[src/rtl/rpn_pkg.sv]
// Shared types and defaults for the RPN operand stack: command opcodes, FSM states,
// default geometry and the RAM address-width helper.
package rpn_pkg;

   typedef enum logic [2:0] {
      OP_NOP      = 3'd0,
      OP_PUSH     = 3'd1,
      OP_POP      = 3'd2,
      OP_REPLACE2 = 3'd3,
      OP_SWAP     = 3'd4
   } stack_op_t;

   typedef enum logic {
      ST_IDLE   = 1'b0,
      ST_REFILL = 1'b1
   } fsm_t;

   localparam int DEF_WIDTH = 16;
   localparam int DEF_DEPTH = 16;

   // Address width for the spill RAM, which holds everything below top and next.
   function automatic int ram_aw(input int depth);
      return (depth > 4) ? $clog2(depth - 2) : 1;
   endfunction

endpackage

[src/rtl/rpn_operand_stack_if.sv]
// Command/status bundle between the calculator (master) and the operand stack (slave).
// RPN_STACK_ERR_STICKY_EN adds the err_clr strobe from the master.
interface rpn_operand_stack_if #(
   parameter int WIDTH = rpn_pkg::DEF_WIDTH
);
   import rpn_pkg::*;

   logic             cmd_valid;
   stack_op_t        cmd_op;
   logic [WIDTH-1:0] cmd_data;
   logic             cmd_ready;
   logic [WIDTH-1:0] top;
   logic [WIDTH-1:0] next;
   logic [7:0]       counter;
   logic             err;

`ifdef RPN_STACK_ERR_STICKY_EN
   logic             err_clr;

   modport master (
      output cmd_valid, cmd_op, cmd_data, err_clr,
      input  cmd_ready, top, next, counter, err
   );

   modport slave (
      input  cmd_valid, cmd_op, cmd_data, err_clr,
      output cmd_ready, top, next, counter, err
   );
`else
   modport master (
      output cmd_valid, cmd_op, cmd_data,
      input  cmd_ready, top, next, counter, err
   );

   modport slave (
      input  cmd_valid, cmd_op, cmd_data,
      output cmd_ready, top, next, counter, err
   );
`endif

endinterface

[src/rtl/rpn_stack_ram.sv]
// Spill storage for stack entries below top/next: one synchronous write port,
// one synchronous read port with a registered output, no reset.
module rpn_stack_ram #(
   parameter int WIDTH   = 16,
   parameter int ENTRIES = 14,
   parameter int AW      = 4
) (
   input  logic             clk,
   input  logic             we_i,
   input  logic [AW-1:0]    waddr_i,
   input  logic [WIDTH-1:0] wdata_i,
   input  logic             re_i,
   input  logic [AW-1:0]    raddr_i,
   output logic [WIDTH-1:0] rdata_o
);

   logic [WIDTH-1:0] mem [ENTRIES];
   logic [WIDTH-1:0] rdata_q;

   always_ff @(posedge clk) begin
      if (we_i) begin
         mem[waddr_i] <= wdata_i;
      end
      if (re_i) begin
         rdata_q <= mem[raddr_i];
      end
   end

   assign rdata_o = rdata_q;

endmodule

[src/rtl/rpn_operand_stack.sv]
// RPN operand stack: top/next in registers, deeper entries spilled to RAM, one-cycle
// refill after POP/REPLACE2. Define RPN_STACK_ERR_STICKY_EN for a sticky err with err_clr.
module rpn_operand_stack
   import rpn_pkg::*;
#(
   parameter int WIDTH = DEF_WIDTH,
   parameter int DEPTH = DEF_DEPTH
) (
   input  logic                clk,
   input  logic                rst,
   rpn_operand_stack_if.slave  bus
);

   localparam int         AW      = ram_aw(DEPTH);
   localparam logic [7:0] DEPTH_C = 8'(DEPTH);

   fsm_t             state_q, state_d;
   logic [WIDTH-1:0] top_q, top_d;
   logic [WIDTH-1:0] next_q, next_d;
   logic [7:0]       count_q, count_d;
   logic             err_q, err_d;
   logic             err_event;
   logic             accept;
   logic             refill_start;
   logic             ram_we, ram_re;
   logic [AW-1:0]    ram_waddr, ram_raddr;
   logic [WIDTH-1:0] ram_rdata;

   assign accept = bus.cmd_valid && (state_q == ST_IDLE);

   rpn_stack_ram #(
      .WIDTH   (WIDTH),
      .ENTRIES (DEPTH - 2),
      .AW      (AW)
   ) u_ram (
      .clk     (clk),
      .we_i    (ram_we),
      .waddr_i (ram_waddr),
      .wdata_i (next_q),
      .re_i    (ram_re),
      .raddr_i (ram_raddr),
      .rdata_o (ram_rdata)
   );

   always_ff @(posedge clk) begin
      if (rst) begin
         state_q <= ST_IDLE;
      end else begin
         state_q <= state_d;
      end
   end

   always_comb begin
      state_d = state_q;
      case (state_q)
         ST_IDLE:   state_d = refill_start ? ST_REFILL : ST_IDLE;
         ST_REFILL: state_d = ST_IDLE;
         default:   state_d = ST_IDLE;
      endcase
   end

   // Rejected commands are still consumed; they only raise err_event.
   always_comb begin
      top_d        = top_q;
      next_d       = next_q;
      count_d      = count_q;
      err_event    = 1'b0;
      ram_we       = 1'b0;
      ram_re       = 1'b0;
      refill_start = 1'b0;
      ram_waddr    = AW'(count_q - 8'd2);
      ram_raddr    = AW'(count_q - 8'd3);
      if (state_q == ST_REFILL) begin
         next_d = ram_rdata;
      end else if (accept) begin
         case (bus.cmd_op)
            OP_PUSH: begin
               if (count_q == DEPTH_C) begin
                  err_event = 1'b1;
               end else begin
                  ram_we  = (count_q >= 8'd2);
                  next_d  = top_q;
                  top_d   = bus.cmd_data;
                  count_d = count_q + 8'd1;
               end
            end
            OP_POP, OP_REPLACE2: begin
               if ((bus.cmd_op == OP_POP && count_q == 8'd0) ||
                   (bus.cmd_op == OP_REPLACE2 && count_q < 8'd2)) begin
                  err_event = 1'b1;
               end else begin
                  top_d   = (bus.cmd_op == OP_POP) ? next_q : bus.cmd_data;
                  count_d = count_q - 8'd1;
                  if (count_q >= 8'd3) begin
                     ram_re       = 1'b1;
                     refill_start = 1'b1;
                  end else begin
                     next_d = '0;
                  end
               end
            end
            OP_SWAP: begin
               if (count_q < 8'd2) begin
                  err_event = 1'b1;
               end else begin
                  top_d  = next_q;
                  next_d = top_q;
               end
            end
            default: ;
         endcase
      end
   end

`ifdef RPN_STACK_ERR_STICKY_EN
   // A new error wins over a simultaneous clear.
   assign err_d = err_event | (err_q & ~bus.err_clr);
`else
   assign err_d = err_event;
`endif

   always_ff @(posedge clk) begin
      if (rst) begin
         top_q   <= '0;
         next_q  <= '0;
         count_q <= '0;
         err_q   <= 1'b0;
      end else begin
         top_q   <= top_d;
         next_q  <= next_d;
         count_q <= count_d;
         err_q   <= err_d;
      end
   end

   always_comb begin
      bus.cmd_ready = (state_q == ST_IDLE);
      bus.top       = top_q;
      bus.next      = next_q;
      bus.counter   = count_q;
      bus.err       = err_q;
   end

endmodule

[src/flat_wrapper.sv]
// flat-port wrapper written by rule: the top's interface ports become plain ports
module rpn_operand_stack_flat import rpn_pkg::*;
#(
   parameter int WIDTH = DEF_WIDTH,
   parameter int DEPTH = DEF_DEPTH
)
  (clk, rst, bus_cmd_valid, bus_cmd_op, bus_cmd_data, bus_cmd_ready, bus_top, bus_next, bus_counter, bus_err);
  rpn_operand_stack_if #(.WIDTH(WIDTH)) bus_i ();
  input  logic clk;
  input  logic rst;
  input wire logic [$bits(bus_i.cmd_valid)-1:0] bus_cmd_valid;
  input wire logic [$bits(bus_i.cmd_op)-1:0] bus_cmd_op;
  input wire logic [$bits(bus_i.cmd_data)-1:0] bus_cmd_data;
  output wire logic [$bits(bus_i.cmd_ready)-1:0] bus_cmd_ready;
  output wire logic [$bits(bus_i.top)-1:0] bus_top;
  output wire logic [$bits(bus_i.next)-1:0] bus_next;
  output wire logic [$bits(bus_i.counter)-1:0] bus_counter;
  output wire logic [$bits(bus_i.err)-1:0] bus_err;
  assign bus_i.cmd_valid = bus_cmd_valid;
  assign bus_i.cmd_op = bus_cmd_op;
  assign bus_i.cmd_data = bus_cmd_data;
  assign bus_cmd_ready = bus_i.cmd_ready;
  assign bus_top = bus_i.top;
  assign bus_next = bus_i.next;
  assign bus_counter = bus_i.counter;
  assign bus_err = bus_i.err;
  rpn_operand_stack #(.WIDTH(WIDTH), .DEPTH(DEPTH)) u_core (.clk(clk), .rst(rst), .bus(bus_i));
endmodule
[config.mk]
export PLATFORM = sky130hd
export DESIGN_NAME = rpn_operand_stack_flat
export DESIGN_NICKNAME = d
export VERILOG_FILES = /design/src/rtl/rpn_pkg.sv /design/src/rtl/rpn_operand_stack_if.sv /design/src/rtl/rpn_stack_ram.sv /design/src/rtl/rpn_operand_stack.sv /design/src/flat_wrapper.sv
export SDC_FILE = /design/constraint.sdc
export NUM_CORES = 1
export LEC_CHECK = 0
export BUFFER_PORTS_ARGS = -buffer_cell sky130_fd_sc_hd__buf_4
export CAP_MARGIN = 20
export CORE_ASPECT_RATIO = 1.75
export CORE_MARGIN = 4
export CORE_UTILIZATION = 61
export CTS_CLUSTER_SIZE = 20
export DETAILED_ROUTE_END_ITERATION = 16
export PLACE_DENSITY = 0.78
export SLEW_MARGIN = 0
export SYNTH_ARGS = -nofsm -noshare
export SYNTH_HDL_FRONTEND = slang
export SYNTH_SLANG_ARGS = --single-unit
[constraint.sdc]
create_clock -name clk -period 4.8 [get_ports clk]
set_input_delay 0.96 -clock clk [delete_from_list [all_inputs] [get_ports clk]]
set_output_delay 0.96 -clock clk [all_outputs]
set_load 0.01 [all_outputs]
* Yosys cells after proc, flatten, opt, wreduce, memory -nomap -nowiden
Memory sizes are Yosys's and may differ from the RTL's. A register that Yosys moved wholly into a read port is not among the register bits.
Cells that the tools add are included.
** Word-level totals
- Output and inout port bits :: 42
- Logic and storage cells :: 73
- Input port bits :: 22
- Memories :: 1
- Bits in registers :: 42
- Bits in writable memories :: 224
** Cells by class
- Order comparisons :: 3
- Eq/ne operators :: 12
- Reductions and logical operators :: 14
- Multiplexer cells :: 32
- $add $sub $neg :: 4
- Bitwise gates (word level) :: 2
** Memory list
- u_core.u_ram.mem :: depth 14, bits a word 16, rd ports 1, clocked after memory_dff 1, write ports 1, RTL line rpn_stack_ram.sv:17 : logic [WIDTH-1:0] mem [ENTRIES];
** Operators with widths (count)
- $mux W16 :: 10
- $pmux W16 S3 :: 2
- $ge A8 B2 Y1 const B :: 2
- $mux W8 :: 2
- $pmux W8 S2 :: 1
- $mux W1 :: 15
- $ne A3 B2 Y1 const B :: 4
- $reduce_and A6 Y1 :: 2
- $add A8 B1 Y8 const B :: 1
- $eq A8 B5 Y1 const B :: 1
- $logic_not A8 Y1 :: 1
- $lt A8 B2 Y1 const B :: 1
- $sub A4 B2 Y4 const B :: 2
- $sub A8 B1 Y8 const B :: 1
- $eq A3 B2 Y1 const B :: 2
- $ne A2 B2 Y1 const B :: 3
- $reduce_and A5 Y1 :: 1
- $reduce_bool A2 Y1 :: 2
- $reduce_bool A4 Y1 :: 1
- $eq A3 B1 Y1 const B :: 1
- $eq A3 B3 Y1 const B :: 1
- $logic_and A1 B1 Y1 :: 3
- $pmux W1 S3 :: 1
- $reduce_bool A3 Y1 :: 1
- other kinds (5) :: 6

* Depth between registers and ports, before layout
- Depth in word-level cells :: 9
- Depth in mapped cells :: 12
- Mapped depth without buffers :: 8

* By module
A second synthesis with hierarchy kept.
** Unflattened totals
- Cell total of the unflattened synthesis :: 674
- Area, all modules :: 11603.6 µm²
** Modules (own cells, without submodules)
- rpn_stack_ram :: instances 1, cells an instance 395, area each 9081.2 µm², seq. area each 7206.9 µm²
- rpn_operand_stack :: instances 1, cells an instance 279, area each 2522.4 µm², seq. area each 840.8 µm²

* Worst setup path after synthesis
Ideal clock, no wire load.
- Path kind :: register -> register
- From :: reg u_core.count_q[0] (netlist: u_core.bus.counter[0])
- To :: mem u_core.u_ram.mem[13][0] (enable)
- Stages on the path, launching flop included :: 12
- Clock period less this slack :: 3.895 ns
- Path buffers :: 4
- Slack :: 0.905 ns
- Required time :: 4.391 ns
- Library setup time :: 0.409 ns
- Data arrival time :: 3.486 ns
- Path through :: dfxtp_1 buf_2 buf_2 buf_4 buf_2 inv_1 ha_1 nand2_1 o31ai_1 a21boi_0 nand2_1 nor3_1
** Between the ends
- Longest elaborated chain between the ends :: 7
- Elaborated cells on any way between the ends :: 9
- Classes of those cells :: add/sub (1); order compare (1); eq/ne (1); mux (6)
** Ends and longest elaborated chain
- from (decl) :: RTL line rpn_operand_stack.sv:20 : logic [7:0] count_q, count_d;
- from (signal assigned) :: RTL line rpn_operand_stack.sv:131 : count_q <= count_d;
- $ge A8 B2 Y1 or $eq A8 B5 Y1 (tied branches) :: RTL line rpn_operand_stack.sv:81, rpn_operand_stack.sv:78
- $mux W1 :: RTL line rpn_operand_stack.sv:78 : if (count_q == DEPTH_C) begin
- $mux W1 :: RTL line rpn_operand_stack.sv:76 : case (bus.cmd_op)
- $mux W1 :: RTL line rpn_operand_stack.sv:75 : end else if (accept) begin
- $mux W1 :: RTL line rpn_operand_stack.sv:73 : if (state_q == ST_REFILL) begin
- $mux W1 :: RTL line rpn_stack_ram.sv:21 : if (we_i) begin
- $mux W1 (implied by the code) :: RTL line rpn_stack_ram.sv:22 : mem[waddr_i] <= wdata_i;
- to (decl) :: RTL line rpn_stack_ram.sv:17
Parallel ways exist; a longest one is shown, timed or not.

* Worst setup path in the final report
- From :: reg u_core.count_q[0] (netlist: u_core.bus.counter[0])
- To :: out bus_counter[0]
** RTL lines
- to (decl) :: RTL line flat_wrapper.sv:17 : output wire logic [$bits(bus_i.counter)-1:0] bus_counter;
No word-level cell between the ends.

==> reports/qor.csv <==
metric;value;unit
grt_first_pass_wirelength;39000;µm
yosysUniqueCellTypes;56;
maxCapViolations;0;
critPathLaunchType;register;
core;18700;µm²
fmax;312;MHz
htreeDepth;1;
vias_per_cell;6.40;
drc;0;
drt-pass1-iter-count;8;
grt_pass1_vias;6834;
wl;24500;µm
area_delta_synth_final;13.0;%
place_ws;1.44;ns
cts.repair.resized;0;
layout_common_cells;edfxtp_1, buf_4, mux2i_1;
tns;0;ns
clock-root-buffer;clkbuf_16;
synth_fp_nets;740;
drt-wirelength-per-cell;23.7;µm
hold_buffers;0;
grt_usage;0.234;
synth-seq-area-share;0.685;
diodes;0;
slew_headroom;0.332;
ys_ff_latch;282;
syn_area_per_cell;16.7;µm²
fillers;1182;
start_util;0.626;
leakagePower;4.85;nW
slew_viol_final;0;
gp_congestion;0.880;
min_delay_path_depth;2;
grt_max_degree;44;
portBuffers;63;
worst_pin_slew;0.990;ns
rr_endpoint;u_core.u_ram.rdata_o[13];
holdCritStartpoint;u_core.bus.top[2];
grt.overflow.total;0;
reg2reg_depth;5;
r2r-start;u_core.bus.counter[0];
dpl.hpwl;16400;µm
final_common_cell;edfxtp_1;
via_count;6594;
fp.dieW;113;µm
finalHoldViolCount;0;
status;completed;
final_util;0.708;
worst_slack;1.60;ns
post-cts-setup-buffer-count;0;
async_reset_ff_frac;0;
end_kind;primary output;
cts_tree;yes;
rsz0062_at_grt;no;
path_clk_slew;0.07;ns
fin_hold_ws;0.500;ns
cts_buffer_depth;3;
arrival;2.24;ns
row_count;66;
ant_nets;0;
die_y;192;µm
r2r_slack;1.62;ns
cp.required;3.84;ns
worst-setup-path-type;register to primary output;
finalCritPeriodShare;0.667;
drive_gt1_frac;0.274;
synth_edf_count;240;
worstSetupStartpoint;u_core.bus.counter[0];
fin_nets;813;
pin_count;64;
cp_max_fo;38;
netlist_instances;705;
dieArea;21600;µm²
fin_crit;3.20;ns
min_to;u_core.bus.next[2];
grt_antenna_before_repair;0;
synth-main-ff-cell;edfxtp_1;
skew;0.0110;ns
setup_viol;0;
hold_path.class;register to register;
numCtsBuffers;24;
cts_num_sinks;282;
yosys_warnings;0;
clock_latency;0.51;ns
power_density;367;nW/µm²
irDropWorstVdd;279;µV
synthesis.area;11700;µm²
drtIter0Drc;587;
## synth_stat cells (all sizes together), types with 2 or more instances
cell type | number | area share
a211oi | 22 | 0.014
a21o | 2 | 0.0013
a21oi | 40 | 0.018
a31o | 16 | 0.012
buf | 27 | 0.014
clkbuf | 17 | 0.0054
dfxtp | 42 | 0.072
edfxtp | 240 | 0.61
ha | 12 | 0.013
inv | 9 | 0.0029
mux2 | 17 | 0.016
mux2i | 51 | 0.043
mux4 | 48 | 0.092
nand2 | 10 | 0.0032
nand2b | 13 | 0.0069
nand4 | 16 | 0.0085
nor2 | 38 | 0.012
nor2b | 2 | 0.0011
nor3 | 7 | 0.0030
nor3b | 2 | 0.0013
nor4 | 18 | 0.011
o21ai | 23 | 0.0098
o31ai | 5 | 0.0044
or3 | 2 | 0.0011
or3b | 2 | 0.0015
xnor2 | 5 | 0.0037
## cell type report
class                   instances  area (µm²)  share of cell area
clock buffers                  29         641              0.0483
clock inverters                12        63.8             0.00481
inverters                      10        37.5             0.00283
well taps                     238         298              0.0225
repair buffers                 91         703              0.0530
flip-flops and latches        282        8050               0.607
multi-input cells             369        3470               0.262
## worst max-delay path, stage by stage (launching register included)
cell	delay, ns
dfxtp_4	0.82
buf_4	0.66
buf_4	0.24
## through the flow
step,cells,power (mW),cell area (µm²)
3_3_place_gp,987,3.13,12500
6_report,1031,4.86,13300
4_1_cts,1030,4.88,13300
5_1_grt,1031,5.04,13300
3_5_place_dp,989,3.15,12600
2_1_floorplan,705,3.03,11700
## metal layers
layer  wire [µm]  GRT usage  vias up
li1            -          -     2968
met1        9350      0.314     3326
met2       13200      0.417      260
met4         366     0.0472        0
met3        1500     0.0257       40
met5           0          0        -
## worst max-delay path by stage
| stage | to | slack, ns | depth (start not counted) |
|---|---|---|---|
| 6_report | bus_counter[0] | 1.60 | 2 |
| 5_1_grt | bus_counter[0] | 1.39 | 2 |
| 4_1_cts | bus_counter[0] | 1.49 | 2 |
| 3_5_place_dp | u_core.bus.counter[7] | 1.44 | 9 |
| 3_3_place_gp | u_core.u_ram.rdata_o[14] | 1.45 | 5 |
| 2_1_floorplan | u_core.u_ram.mem[13][0] | 0.91 | 11 |
## sequential cells by signal (all words and copies together), names as in the netlist
| signal | cells |
|---|---|
| u_core.bus.top | 16 |
| u_core.state_q | 1 |
| u_core.bus.counter | 8 |
| u_core.bus.next | 16 |
| u_core.bus.err | 1 |
| u_core.u_ram.rdata_o | 16 |
| u_core.u_ram.mem | 224 |
## report_power, final
part,internal [mW],leakage [nW],total (mW),switching (mW)
clock network,0.949,0.339,1.76,0.815
registers,2.66,2.96,2.70,0.0456
logic,0.174,1.55,0.395,0.222
## logic make-up after synthesis
| family | after synthesis | share of synthesized area |
|---|---|---|
| compound gates | 119 | 0.0676 |
| flops | 282 | 0.685 |
| buf+inv | 54 | 0.0228 |
| xor+xnor | 6 | 0.00448 |
| fa+ha+maj | 13 | 0.0145 |
| simple gates | 115 | 0.0533 |
| mux | 116 | 0.152 |
Power figures use the tool's default switching activity.
